[src/rtl/pulse_stretcher.sv]
// Rebuilds single-cycle strobes into level pulses of programmable width,
// each followed by a programmable forced-low gap; rejected strobes are counted.
module pulse_stretcher #(
  parameter int unsigned WIDTH_W = 8,
  parameter int unsigned GAP_W   = 8,
  parameter int unsigned DROP_W  = 16
) (
  input  logic               clk,
  input  logic               resetn,
  input  logic               pulse_in,
  input  logic [WIDTH_W-1:0] width,
  input  logic [GAP_W-1:0]   gap,
  input  logic               retrig,
  output logic               dout,
  output logic               busy,
  output logic               accept,
  output logic [DROP_W-1:0]  drop_cnt
);

  // One shared down-counter times both the high phase and the gap phase.
  localparam int unsigned CNT_W = (WIDTH_W > GAP_W) ? WIDTH_W : GAP_W;
  localparam logic [CNT_W-1:0]  CNT_ONE  = CNT_W'(1);
  localparam logic [DROP_W-1:0] DROP_ONE = DROP_W'(1);

  typedef enum logic [1:0] {
    IDLE = 2'd0,
    HIGH = 2'd1,
    GAP  = 2'd2
  } state_t;

  state_t              state, state_nxt;
  logic [CNT_W-1:0]    cnt, cnt_nxt;
  logic [WIDTH_W-1:0]  wlat, wlat_nxt;
  logic [GAP_W-1:0]    glat, glat_nxt;
  logic [DROP_W-1:0]   drop_nxt;
  logic                drop;

  always_comb begin
    // NOTE: every output of this block gets a default first, so no path
    // through the case can leave a value unassigned and infer a latch.
    state_nxt = state;
    cnt_nxt   = cnt;
    wlat_nxt  = wlat;
    glat_nxt  = glat;
    accept    = 1'b0;
    drop      = 1'b0;

    unique case (state)
      IDLE: begin
        if (pulse_in) begin
          if (width != '0) begin
            accept    = 1'b1;
            state_nxt = HIGH;
            cnt_nxt   = CNT_W'(width);
            wlat_nxt  = width;
            glat_nxt  = gap;
          end else begin
            drop = 1'b1;
          end
        end
      end

      HIGH: begin
        if (pulse_in && retrig) begin
          // Retrigger reloads the width latched at acceptance, not the live input.
          accept  = 1'b1;
          cnt_nxt = CNT_W'(wlat);
        end else begin
          drop = pulse_in;
          if (cnt == CNT_ONE) begin
            if (glat == '0) begin
              state_nxt = IDLE;
              cnt_nxt   = '0;
            end else begin
              state_nxt = GAP;
              cnt_nxt   = CNT_W'(glat);
            end
          end else begin
            cnt_nxt = cnt - CNT_ONE;
          end
        end
      end

      GAP: begin
        drop = pulse_in;
        if (cnt == CNT_ONE) begin
          state_nxt = IDLE;
          cnt_nxt   = '0;
        end else begin
          cnt_nxt = cnt - CNT_ONE;
        end
      end

      default: begin
        state_nxt = IDLE;
        cnt_nxt   = '0;
      end
    endcase

    // Saturate at all-ones rather than wrapping back to zero.
    drop_nxt = drop_cnt;
    if (drop && (drop_cnt != '1)) begin
      drop_nxt = drop_cnt + DROP_ONE;
    end
  end

  always_ff @(posedge clk) begin
    // NOTE: state registers use non-blocking assignments so every register
    // samples the pre-edge values, independent of statement order.
    if (!resetn) begin
      state    <= IDLE;
      cnt      <= '0;
      wlat     <= '0;
      glat     <= '0;
      drop_cnt <= '0;
    end else begin
      state    <= state_nxt;
      cnt      <= cnt_nxt;
      wlat     <= wlat_nxt;
      glat     <= glat_nxt;
      drop_cnt <= drop_nxt;
    end
  end

  assign dout = (state == HIGH);
  assign busy = (state != IDLE);

endmodule

[config.mk]
export PLATFORM = sky130hd
export DESIGN_NAME = pulse_stretcher
export DESIGN_NICKNAME = d
export VERILOG_FILES = /design/src/rtl/pulse_stretcher.sv
export SDC_FILE = /design/constraint.sdc
export NUM_CORES = 1
export LEC_CHECK = 0
export ABC_AREA = 0
export BUFFER_PORTS_ARGS = -buffer_cell sky130_fd_sc_hd__buf_2
export CORE_ASPECT_RATIO = 1.5
export CORE_MARGIN = 10
export CORE_UTILIZATION = 50
export DETAILED_ROUTE_END_ITERATION = 8
export GPL_TIMING_DRIVEN = 0
export HOLD_SLACK_MARGIN = 0.06
export PLACE_DENSITY_LB_ADDON = 0.12
export SYNTH_ARGS = -nofsm -noshare
export SYNTH_HDL_FRONTEND = slang
export SYNTH_SLANG_ARGS = --single-unit
[constraint.sdc]
create_clock -name clk -period 1.9 [get_ports clk]
set_input_delay 0.19 -clock clk [delete_from_list [all_inputs] [get_ports clk]]
set_output_delay 0.19 -clock clk [all_outputs]
set_load 0.03 [all_outputs]
Yosys cells after proc, flatten, opt, wreduce, memory -nomap -nowiden
Cells that the tools add are included.
- bits in registers: 42
- input port bits: 20
- output and inout port bits: 19
- word-level logic and storage cells: 47
- $add $sub $neg: 2
- equal/unequal tests: 9
- muxes and demuxes: 22
- reduce and logical (&&, ||, !) cells: 9
- operators by type and width (cell ; count):
    $mux W8 ; 6
    $pmux W8 S3 ; 1
    $add A16 B1 Y16 const B ; 1
    $ne A16 B16 Y1 const B ; 1
    $mux W2 ; 6
    $eq A8 B1 Y1 const B ; 1
    $logic_not A8 Y1 ; 1
    $ne A2 B2 Y1 const B ; 4
    $reduce_bool A8 Y1 ; 1
    $sub A8 B1 Y8 const B ; 1
    $mux W1 ; 6
    $pmux W2 S3 ; 1
    $reduce_and A5 Y1 ; 1
    $pmux W1 S3 ; 1
    $reduce_and A3 Y1 ; 1
    $eq A2 B1 Y1 const B ; 1
    $eq A2 B2 Y1 const B ; 1
    $logic_and A1 B1 Y1 ; 2
    $logic_not A2 Y1 ; 1
    $ne A2 B1 Y1 const B ; 1
    $pmux W1 S2 ; 1
    $reduce_and A2 Y1 ; 1
    $reduce_bool A2 Y1 ; 1

Longest topological paths before layout
- word-level depth: 5
- mapped depth: 7
- gate-level depth less buffers: 7

Least setup slack after synthesis
Ideal clock, no wire load.
- kind: flip-flop to output port
- from: register state[0]
- to: output port accept
- data arrival time: 1.828 ns
- data required time: 1.710 ns
- setup slack: -0.118 ns
- stages on the path, launching flop included: 7
- path buffers: 2
- cells stage by stage: dfxtp_1 > nor2_1 > inv_1 > or2_2 > buf_2 > buf_2 > o21ai_0
- word-level cells in the longest chain between the ends: 2
- elaborated cells on any way between the ends: 3
- classes of those cells: eq/ne (1); mux (1); reduce/logical (1)
- RTL lines (what ; RTL line ; source):
    from (decl) ; 31 ; state_t state, state_nxt;
    from (signal assigned) ; 117 ; state <= state_nxt;
    $eq A2 B1 Y1 / $logic_not A2 Y1 (equally long branches) ; 48 ; unique case (state)
    $pmux W1 S2 * ; 48 ;
    to (decl) ; 16 ; output logic accept,
Mark *: on every way between the ends. The rest lies on a longest branch, timed or not.

Worst setup path in the final report
- from: input port width[4]
- to: output port accept
- word-level cells in the longest chain between the ends: 4
- RTL lines (what ; RTL line ; source):
    from (decl) ; 11 ; input logic [WIDTH_W-1:0] width,
    $reduce_bool A8 Y1 ; 51 ; if (width != '0) begin
    $mux W1 ; 51 ;
    $mux W1 ; 50 ; if (pulse_in) begin
    $pmux W1 S2 ; 48 ;
Every way passes these cells.

==> run metrics <==
largest net degree at the start of global routing 18; clk sinks 42; Leakage ~0.0011 µW; fin crit share 97.1%; first-pass detailed-route iteration total 4; Slew HR 65.7%; area of the multi-input gates 1440 µm²; Avg Inst Size Synth 7.84 µm²; row count 30; Clk pin slew, worst setup/hold paths around 0.080 ns; FILL cells 418; Initial Util 51.1%; endpoints failing setup 0; Hold Fails Final Rpt 0; layout net count 360; CTS tree done; initial antenna violation count 0; predominant post-synthesis flop cell dfxtp_1; area growth from synthesis to layout 21.1%; part of the Yosys area used for sequential elements 36.9%; fraction of registers with async set/reset 0%; num ports 39; Final Wtd Congestion between 0.8 and 0.9; Ant. Diodes 0; CP Data Arrival Time roughly 1.7 ns; Mapped Area between 2000 and 2500 µm²; proportion of layout cells with a drive suffix above 1 22.2%; worst vdd ir between 0.4 and 0.5 mV; area leader, netlist dfxtp_1; Mapped Cells just under 300; Yosys top cell area share roughly 37%; Power Dens Cells a little over 700 nW/µm²; total number of vias 2,338; DRC 0; maxcap violations 0; worst-margin pin slew ~0.5 ns; htree depth 2; placed insts 376; Horiz. Die Dim 75.1 µm; FF/Latch Area 846 µm²; worst path required time between 1.5 and 2 ns; Remaining Overflow, GRT 0; post-layout min period 1.84 ns; Ys Warns 0; Post-CTS Hold Buffers 0; height of the die 103 µm; routed vias/inst 6.06; routed len/inst 16.6 µm; DP HPWL a little under 5000 µm; ANT nets after route 0; first-pass GRT wire length 10,500 µm; Initial DRC Count 162; startpoint types input pin; Final Skew 0.00322 ns; Critical Path Sink Type output pin; worst-skew pair later-pin latency slightly below 0.3 ns; via count of the first global-routing pass 2,299; hold crit path type in -> reg; Synth area leaders dfxtp_1, nand2_1, a21oi_1, mux2i_1, o21ai_0; kind of critical path in -> out; Clk Tree Root Cell clkbuf_8; Post-Syn Nets 314; final cell count without fillers a little under 400; Max Slew Vio Count 0; Post-synth EDFFs 0; TritonCTS Buffers 5; IO buf count 37; fmax 542 MHz; Total Routing Usage GR 17.2%; library cells used by synthesis 48; total core area 4470 µm²; Seq cells post-synth 42; status complete, no violations; CP max FO 17; RSZ-0062 raised after global routing no; total wire length 6420 µm; CTS max path bufs 2; total die area 7720 µm²; Final Util 61.8%
-- synth_stat cells, types with 3 or more instances --
master,number
a21oi_1,27
a22o_1,6
a22oi_1,3
a31oi_1,4
and2_1,3
buf_2,3
clkbuf_1,10
dfxtp_1,42
ha_1,3
inv_1,8
mux2i_1,10
nand2_1,60
nand2b_1,10
nand3_1,4
nand4_1,6
nor2_1,10
nor2b_1,4
nor3_1,7
nor4_1,8
o21ai_0,15
o31ai_1,4
or3_1,3
or4_1,6
xor2_1,3
-- worst paths after layout --
check / from / end / slack [ns] / cells after the start
worst min register to register: wlat[0] / wlat[0] / 0.46 / 2
worst min-delay path: gap[7] / glat[7] / 0.13 / 3
worst max-delay path: width[4] / accept / 0.06 / 7
worst max register to register: drop_cnt[2] / drop_cnt[8] / 0.09 / 5
-- layer usage --
layer / global-route usage (%) / vias up / routed length [µm]
li1: - / 1151 / -
met1: 17.8 / 1093 / 2430
met2: 31.3 / 74 / 3490
met3: 3.37 / 20 / 285
met4: 9.04 / 0 / 214
met5: 0 / - / 0
-- cells in the final DEF (no fill, tap or decap), types with 8 or more instances in the layout --
cell / instances
a21oi_1: 27
buf_2: 37
clkbuf_1: 8
dfxtp_1: 38
inv_1: 8
mux2i_1: 10
nand2_1: 59
nand2b_1: 9
nor2_1: 9
o21ai_0: 12
-- sequential cells by signal (all words and copies together) (netlist names) --
register	count
drop_cnt	16
glat	8
wlat	8
state	2
cnt	8
-- per-stage QoR --
stage | instance area, µm² | total power, µW | hold WS, ns | worst slack (ns) | setup TNS (ns)
floorplan | 2320 | 1250 | 0.326 | 0.00420 | 0
finish | 2760 | 1980 | 0.125 | 0.0560 | 0
global placement | 2570 | 1360 | 0.434 | -0.461 | -7.97
CTS | 2710 | 1970 | 0.119 | 0.000755 | 0
global route | 2760 | 2080 | 0.144 | 0.00208 | 0
detailed placement | 2570 | 1360 | 0.436 | -0.456 | -8.27
-- final cells by class --
type | instances | share of cell area (%)
Multi-Input combinational cell | 226 | 52.2
Sequential cell | 42 | 30.6
Timing Repair Buffer | 40 | 7.52
Clock buffer | 6 | 2.99
Buffer | 13 | 2.85
Tap cell | 48 | 2.17
Inverter | 9 | 1.22
Clock inverter | 2 | 0.453
-- where the power goes --
group / switching (µW) / internal, µW / leakage, µW
registers: 52.6 / 924 / 0.000344
logic: 223 / 168 / 0.000691
clock network: 320 / 292 / 0.0000472
-- cells by family after synthesis --
group           synth area share, %
simple gates                   31.0
flops                          36.9
xor+xnor                       1.54
compound gates                 20.3
mux                            4.39
fa+ha+maj                      1.65
buf+inv                        4.28
-- worst max-delay path: stages --
cell,delay (ns)
buf_2,0.13
or4_4,0.56
o21ai_4,0.22
or2_2,0.15
buf_6,0.16
o21ai_2,0.06
buf_2,0.17
-- what timing repair did --
| item | CTS | global route |
|---|---|---|
| hold endpoints to repair | 0 | 0 |
| cloned | 0 | 0 |
| setup endpoints to repair | 27 | 21 |
| gates resized for setup | 13 | 11 |
| setup buffers | 1 | 2 |
| pin swaps | 3 | 4 |
(Power assumes the default switching activity.)
